[config.mk]
export PLATFORM = sky130hd
export DESIGN_NAME = fifo_ctrl_flat
export DESIGN_NICKNAME = d
export VERILOG_FILES = /design/src/rtl/fifo_ctrl_if.sv /design/src/rtl/fifo_ctrl.sv /design/src/flat_wrapper.sv
export SDC_FILE = /design/constraint.sdc
export NUM_CORES = 1
export LEC_CHECK = 0
export BUFFER_PORTS_ARGS = -buffer_cell sky130_fd_sc_hd__buf_4
export CAP_MARGIN = 20
export CORE_MARGIN = 2
export CORE_UTILIZATION = 39
export CTS_BUF_LIST = sky130_fd_sc_hd__clkbuf_16
export CTS_CLUSTER_SIZE = 16
export DETAILED_ROUTE_END_ITERATION = 8
export PLACE_DENSITY_LB_ADDON = 0.2
export SLEW_MARGIN = 15
export SYNTH_ARGS = -nofsm -noshare
export SYNTH_HDL_FRONTEND = slang
export SYNTH_SLANG_ARGS = --single-unit
[constraint.sdc]
create_clock -name clk -period 2.76 [get_ports clk]
set_input_delay 0.276 -clock clk [delete_from_list [all_inputs] [get_ports clk]]
set_output_delay 0.276 -clock clk [all_outputs]
set_load 0.01 [all_outputs]
[src/rtl/fifo_ctrl_if.sv]
// Stream and RAM-port bundle for fifo_ctrl.
// The slave modport is the controller's view; the master modport is the
// environment that produces writes, consumes the head word and models the RAM.
interface fifo_ctrl_if #(
  parameter int DATA_WIDTH = 8,
  parameter int ADDR_WIDTH = 4
) ();

  // Write side
  logic                  s_valid;
  logic                  s_ready;
  logic [DATA_WIDTH-1:0] s_data;

  // Read side
  logic                  m_valid;
  logic                  m_ready;
  logic [DATA_WIDTH-1:0] m_data;

  // External RAM ports
  logic                  ram_w_en;
  logic [ADDR_WIDTH-1:0] ram_w_addr;
  logic [DATA_WIDTH-1:0] ram_w_data;
  logic                  ram_r_en;
  logic [ADDR_WIDTH-1:0] ram_r_addr;
  logic [DATA_WIDTH-1:0] ram_r_data;

  modport slave (
    input  s_valid, s_data, m_ready, ram_r_data,
    output s_ready, m_valid, m_data,
    output ram_w_en, ram_w_addr, ram_w_data,
    output ram_r_en, ram_r_addr
  );

  modport master (
    output s_valid, s_data, m_ready, ram_r_data,
    input  s_ready, m_valid, m_data,
    input  ram_w_en, ram_w_addr, ram_w_data,
    input  ram_r_en, ram_r_addr
  );

endinterface

[src/rtl/fifo_ctrl.sv]
// FIFO controller in front of an external RAM with a registered read port.
// The head word is prefetched into the output stage (m_valid), so total
// occupancy is the RAM word count plus one when the head is valid.
// The RAM read register is the output data holder: it only loads when
// ram_r_en is high, which keeps m_data stable while the consumer stalls.
module fifo_ctrl #(
  parameter int DATA_WIDTH = 8,
  parameter int RAM_DEPTH  = 16,
  parameter int ADDR_WIDTH = 4
) (
  input  logic                clk,
  input  logic                rst,
  input  logic                flush,
  fifo_ctrl_if.slave          bus,
  output logic [ADDR_WIDTH:0] count,
  output logic                full,
  output logic                empty
);

  localparam logic [ADDR_WIDTH-1:0] PTR_ZERO = {ADDR_WIDTH{1'b0}};
  localparam logic [ADDR_WIDTH-1:0] PTR_ONE  = {{(ADDR_WIDTH-1){1'b0}}, 1'b1};
  localparam logic [ADDR_WIDTH-1:0] PTR_LAST = ADDR_WIDTH'(RAM_DEPTH - 1);
  localparam logic [ADDR_WIDTH:0]   CNT_ZERO = {(ADDR_WIDTH+1){1'b0}};
  localparam logic [ADDR_WIDTH:0]   CNT_ONE  = {{ADDR_WIDTH{1'b0}}, 1'b1};
  localparam logic [ADDR_WIDTH:0]   CNT_FULL = (ADDR_WIDTH+1)'(RAM_DEPTH);

  logic [ADDR_WIDTH-1:0] wr_ptr_q, wr_ptr_d;
  logic [ADDR_WIDTH-1:0] rd_ptr_q, rd_ptr_d;
  logic [ADDR_WIDTH:0]   ram_cnt_q, ram_cnt_d;
  logic                  m_valid_q, m_valid_d;

  logic clear;
  logic push;
  logic issue;

  // Reset and flush both wipe the state and block any handshake in that cycle.
  assign clear = rst | flush;

  assign full        = (ram_cnt_q == CNT_FULL);
  assign count       = ram_cnt_q + {{ADDR_WIDTH{1'b0}}, m_valid_q};
  assign empty       = (count == CNT_ZERO);

  assign bus.s_ready = ~full & ~clear;
  assign push        = bus.s_valid & bus.s_ready;

  // A read is issued only from words already counted in the RAM, which
  // guarantees a word written this cycle is never read at the same address.
  assign issue       = (ram_cnt_q != CNT_ZERO) & (~m_valid_q | bus.m_ready) & ~clear;

  assign bus.ram_w_en   = push;
  assign bus.ram_w_addr = wr_ptr_q;
  assign bus.ram_w_data = bus.s_data;

  assign bus.ram_r_en   = issue;
  assign bus.ram_r_addr = rd_ptr_q;

  assign bus.m_valid    = m_valid_q;
  assign bus.m_data     = bus.ram_r_data;

  // Next-state for pointers, RAM word count and the output-valid stage.
  always_comb begin
    wr_ptr_d  = wr_ptr_q;
    rd_ptr_d  = rd_ptr_q;
    ram_cnt_d = ram_cnt_q;
    m_valid_d = m_valid_q;

    if (push) begin
      if (wr_ptr_q == PTR_LAST) begin
        wr_ptr_d = PTR_ZERO;
      end else begin
        wr_ptr_d = wr_ptr_q + PTR_ONE;
      end
    end else begin
      wr_ptr_d = wr_ptr_q;
    end

    if (issue) begin
      if (rd_ptr_q == PTR_LAST) begin
        rd_ptr_d = PTR_ZERO;
      end else begin
        rd_ptr_d = rd_ptr_q + PTR_ONE;
      end
    end else begin
      rd_ptr_d = rd_ptr_q;
    end

    if (push && !issue) begin
      ram_cnt_d = ram_cnt_q + CNT_ONE;
    end else if (!push && issue) begin
      ram_cnt_d = ram_cnt_q - CNT_ONE;
    end else begin
      ram_cnt_d = ram_cnt_q;
    end

    // A read issued this cycle lands in the read register at the edge, so the
    // head becomes valid; that takes priority over a pop of the old head.
    if (issue) begin
      m_valid_d = 1'b1;
    end else if (m_valid_q && bus.m_ready) begin
      m_valid_d = 1'b0;
    end else begin
      m_valid_d = m_valid_q;
    end
  end

  // State registers; reset and flush clear everything, discarding in-flight reads.
  always_ff @(posedge clk) begin
    if (clear) begin
      wr_ptr_q  <= PTR_ZERO;
      rd_ptr_q  <= PTR_ZERO;
      ram_cnt_q <= CNT_ZERO;
      m_valid_q <= 1'b0;
    end else begin
      wr_ptr_q  <= wr_ptr_d;
      rd_ptr_q  <= rd_ptr_d;
      ram_cnt_q <= ram_cnt_d;
      m_valid_q <= m_valid_d;
    end
  end

endmodule

[src/flat_wrapper.sv]
// flat-port wrapper written by rule: the top's interface ports become plain ports
module fifo_ctrl_flat 
#(
  parameter int DATA_WIDTH = 8,
  parameter int RAM_DEPTH  = 16,
  parameter int ADDR_WIDTH = 4
)
  (clk, rst, flush, count, full, empty, bus_s_valid, bus_s_data, bus_m_ready, bus_ram_r_data, bus_s_ready, bus_m_valid, bus_m_data, bus_ram_w_en, bus_ram_w_addr, bus_ram_w_data, bus_ram_r_en, bus_ram_r_addr);
  fifo_ctrl_if #(.DATA_WIDTH(DATA_WIDTH), .ADDR_WIDTH(ADDR_WIDTH)) bus_i ();
  input  logic clk;
  input  logic rst;
  input  logic flush;
  output logic [ADDR_WIDTH:0] count;
  output logic full;
  output logic empty;
  input wire logic [$bits(bus_i.s_valid)-1:0] bus_s_valid;
  input wire logic [$bits(bus_i.s_data)-1:0] bus_s_data;
  input wire logic [$bits(bus_i.m_ready)-1:0] bus_m_ready;
  input wire logic [$bits(bus_i.ram_r_data)-1:0] bus_ram_r_data;
  output wire logic [$bits(bus_i.s_ready)-1:0] bus_s_ready;
  output wire logic [$bits(bus_i.m_valid)-1:0] bus_m_valid;
  output wire logic [$bits(bus_i.m_data)-1:0] bus_m_data;
  output wire logic [$bits(bus_i.ram_w_en)-1:0] bus_ram_w_en;
  output wire logic [$bits(bus_i.ram_w_addr)-1:0] bus_ram_w_addr;
  output wire logic [$bits(bus_i.ram_w_data)-1:0] bus_ram_w_data;
  output wire logic [$bits(bus_i.ram_r_en)-1:0] bus_ram_r_en;
  output wire logic [$bits(bus_i.ram_r_addr)-1:0] bus_ram_r_addr;
  assign bus_i.s_valid = bus_s_valid;
  assign bus_i.s_data = bus_s_data;
  assign bus_i.m_ready = bus_m_ready;
  assign bus_i.ram_r_data = bus_ram_r_data;
  assign bus_s_ready = bus_i.s_ready;
  assign bus_m_valid = bus_i.m_valid;
  assign bus_m_data = bus_i.m_data;
  assign bus_ram_w_en = bus_i.ram_w_en;
  assign bus_ram_w_addr = bus_i.ram_w_addr;
  assign bus_ram_w_data = bus_i.ram_w_data;
  assign bus_ram_r_en = bus_i.ram_r_en;
  assign bus_ram_r_addr = bus_i.ram_r_addr;
  fifo_ctrl #(.DATA_WIDTH(DATA_WIDTH), .RAM_DEPTH(RAM_DEPTH), .ADDR_WIDTH(ADDR_WIDTH)) u_core (.clk(clk), .rst(rst), .flush(flush), .bus(bus_i), .count(count), .full(full), .empty(empty));
endmodule
After elaboration in Yosys (flattened, before gate mapping)

Index checks and enable logic that the tools add are counted.
W data, S select, Z words.

Register bits after elaboration: 14
Input bits: 21

Add/sub/neg operators: 5
Equal/unequal tests: 3
Muxes and demuxes: 6
Bitwise logic cells: 9
Reduce and logical (&&, ||, !) cells: 9

Operators with widths:

| kind                  | count |
|---|---|
| $mux W5               | 2 |
| $add A4 B1 Y4 const B | 2 |
| $eq A4 B4 Y1 const B  | 2 |
| $mux W4               | 2 |
| $add A5 B1 Y5         | 1 |
| $add A5 B1 Y5 const B | 1 |
| $eq A5 B5 Y1 const B  | 1 |
| $logic_not A5 Y1      | 1 |
| $reduce_bool A5 Y1    | 1 |
| $sub A5 B1 Y5 const B | 1 |
| $and A1 B1 Y1         | 4 |
| $reduce_bool A2 Y1    | 2 |
| $logic_and A1 B1 Y1   | 3 |
| $not A1 Y1            | 3 |
| $logic_not A1 Y1      | 2 |
| $mux W1               | 2 |
| $or A1 B1 Y1          | 2 |

Logic depth before layout (Yosys ltp)

Depth in word-level cells: 8
Gate-level depth with buffers: 10

Worst setup path after synthesis

No wires, ideal clock.

Path type: flip-flop to flip-flop
Start point: register u_core.ram_cnt_q[0]
End point: register u_core.ram_cnt_q[3]
Arrival: 2.482 ns
Setup slack: 0.156 ns
Cell stages (with the launch flop): 11
Clock period less this slack: 2.604 ns
Path through: dfxtp_1 -> or4_4 -> o21ai_4 -> or2_2 -> ha_1 -> inv_1 -> ha_1 -> a21o_2 -> a21oi_1 -> nor4_1 -> a311o_1

Longest elaborated chain between the ends: 7
Elaborated cells between the ends (all ways): 16

Ends and longest elaborated chain:

| item                                                  | RTL line         | source |
|---|---|---|
| start: declaration                                    | fifo_ctrl.sv:29  | `logic [ADDR_WIDTH:0] ram_cnt_q, ram_cnt_d;` |
| start signal: assignment                              | fifo_ctrl.sv:116 | `ram_cnt_q <= ram_cnt_d;` |
| branches (longest 7 deep; another with $sub A5 B1 Y5) | --               |  |

Several ways; the timed one is not identified. The select of a mux whose other input is x is not followed.
A chain may end at the register's enable or synchronous reset.

Final worst setup path

Start point: register u_core.ram_cnt_q[2]
End point: register u_core.ram_cnt_q[4]

Same word-level chain as after synthesis.

==> metrics.yaml <==
synthesis:
  ys_ff_latch: 14
  synthTopCellsByCount: "16 x buf_4, 14 x dfxtp_1, 14 x nor2_1"
  seq_area_frac_synth_pct: 28.5
  syn_area_per_cell_sq_um: 8.86
  synth_area_sq_um: 983
  syn_nets: 141
  synthCells: 111
  synth_top_area_share_pct: 28.5
  dominantRegCellSynth: "dfxtp_1"
  async_reset_ff_share_pct: 0
  synth.most_common_cell: "buf_4"
  synthTopCellsByArea: "dfxtp_1 28%, buf_4 12%, ha_1 10%"
  synth.distinct_cells: 35
  synth_edf_count: 0
  yosysWarningCount: 0
  synth_top_area_cell: "dfxtp_1"
timing:
  fmax_mhz: 382
  slew_violations: 0
  finalHoldViolCount: 0
  holdWs_ps: 436
  tightest_slew_ps: 319
  rsz0062_at_grt: "no"
  slew_headroom_pct: 78.5
  finalSetupTns_ps: 0
  finalSetupViolCount: 0
  period_minus_slack_ps: 2620
  fin_crit_sh_pct: 94.8
  worst_clock_skew_ps: 2.86
power_and_ir_drop:
  ir_drop_v: 0.000470
  power_leakage_nw: 0.545
  finalPower_w: 0.000608
  power_density_nw_per_um2: 507
detailed_routing:
  num_vias: 778
  wl_microns: 2030
  drc: 0
  post_drt_wl_per_cell_microns: 13.2
  routed_via_density: 5.05
  drt-pass1-iter-count: 3
  initialDrtViolationCount: 10
  antenna_left: 0
floorplanning:
  start_util_pct: 40.4
  core_area_sq_um: 2430
  placement_rows: 18
  io_pins: 56
  fp.dieW_microns: 54.2
  die_area_sq_um: 2940
  dieHeight_microns: 54.2
grt:
  grt_max_degree: 16
  antenna_found_initial: 0
  grt_pass1_wl_microns: 3170
  gr-total-overflow: 0
  grt_usage_pct: 15.3
  grt_pass1_vias: 733
finish:
  final_util_pct: 49.3
  nNetsFinal: 156
  area_delta_synth_final_pct: 22.0
  drive_above_1_share_pct: 34.7
  antennaDiodeCount: 0
critical_path:
  worstSetupEndpointType: "flop"
  cp.required_ps: 2950
  crit_slowest_cell: "or4_4"
  start_kind: "flop"
  path_cells: "or4_4 -> o21ai_4 -> or2_2 -> ha_1 -> inv_1 -> ha_1 -> nand3_1 -> a211o_1 -> a211oi_1 -> a31o_2"
  critical_path_arrival_ps: 2800
  crit_top_cell: "ha_1"
  cp_max_fo: 5
  max_stage_delay_ps: 580
  path_class: "flop to flop"
clock_tree:
  cts_buffers: 3
  cts.sinks: 14
  clock_path_buffers: 2
  post_cts.repair.setup_buffers: 0
  cts_root_buffer: "clkbuf_16"
  cts_hold_buf: 0
  cts_resized: 0
  cts_tree: "yes"
  clk_pin_slew_ps: 50
  htree_levels: 1
  clock_latency_ps: 240
hold_path:
  hp-class: "primary input to flop"
place:
  gp_congestion: 0.727
  io_buffers: 23
  hpwl_microns: 1580
outcome:
  status: "finished, final reports clean"
run:
  cap_violations: 0
## routing by layer
metal	share of wire [%]	track usage [%]
met1	48	18.8
met2	44	25.1
met3	7.4	5.46
met4	0.69	4.17
met5	0	0
## final cells by class
class                      count  area, sq um
tap                           30         37.5
sequential                    14          282
clock buffer                   3         75.1
inverter                       3         11.3
fill                         242         1230
timing repair buffer          29          218
multi-input combinational     75          577
## metrics by stage
stage | std cells | area, sq um | setup WS (ps)
6_report | 154 | 1200 | 144
4_1_cts | 154 | 1180 | 63.3
3_5_place_dp | 151 | 1110 | 67.6
2_1_floorplan | 111 | 983 | 156
5_1_grt | 154 | 1200 | 3.88
3_3_place_gp | 151 | 1110 | 149
## flip-flops by register name (all words and copies together), names as in the netlist
register,count
u_core.ram_cnt_q,5
u_core.bus.ram_r_addr,4
u_core.bus.ram_w_addr,4
u_core.bus.m_valid,1
## worst max-delay path: cells and delay by family (launching register included)
kind	cells	cell delay (ps)
AND/OR/NAND/NOR	3	830
AO/OA/AOI/OAI	4	770
adder cells (fa/ha/maj)	2	520
flip-flops	1	320
buffers and inverters	1	120
## cells in the final DEF, fill, tap and decap left out, drive strengths merged, types with 4 or more instances in the layout
master	n
nand3	6
buf	29
nor2	14
mux2i	4
ha	8
a21oi	5
dfxtp	14
xor2	4
## kinds of logic after synthesis
| logic type | synth area share, % |
|---|---|
| compound gates | 16.3 |
| simple gates | 18.2 |
| buf+inv | 14.5 |
| fa+ha+maj | 12.2 |
| mux | 4.07 |
| flops | 28.5 |
| xor+xnor | 6.23 |
## where the power goes
| part | switching [W] | internal (W) | total [W] |
|---|---|---|---|
| Sequential | 0.00000952 | 0.000210 | 0.000219 |
| Clock | 0.0000762 | 0.000189 | 0.000265 |
| Combinational | 0.0000594 | 0.0000647 | 0.000124 |
| Total | 0.000145 | 0.000463 | 0.000608 |
## path summary, 6_finish.rpt
| check | start | endpoint | slack [ps] | cells past startpoint |
|---|---|---|---|---|
| max | u_core.ram_cnt_q[2] | u_core.ram_cnt_q[4] | 140 | 10 |
| min | bus_s_valid | u_core.bus.ram_w_addr[2] | 440 | 4 |
| max reg2reg | u_core.ram_cnt_q[2] | u_core.ram_cnt_q[4] | 140 | 10 |
| min reg2reg | u_core.bus.ram_r_addr[0] | u_core.bus.ram_r_addr[0] | 530 | 2 |
Power figures use the tool's default switching activity.
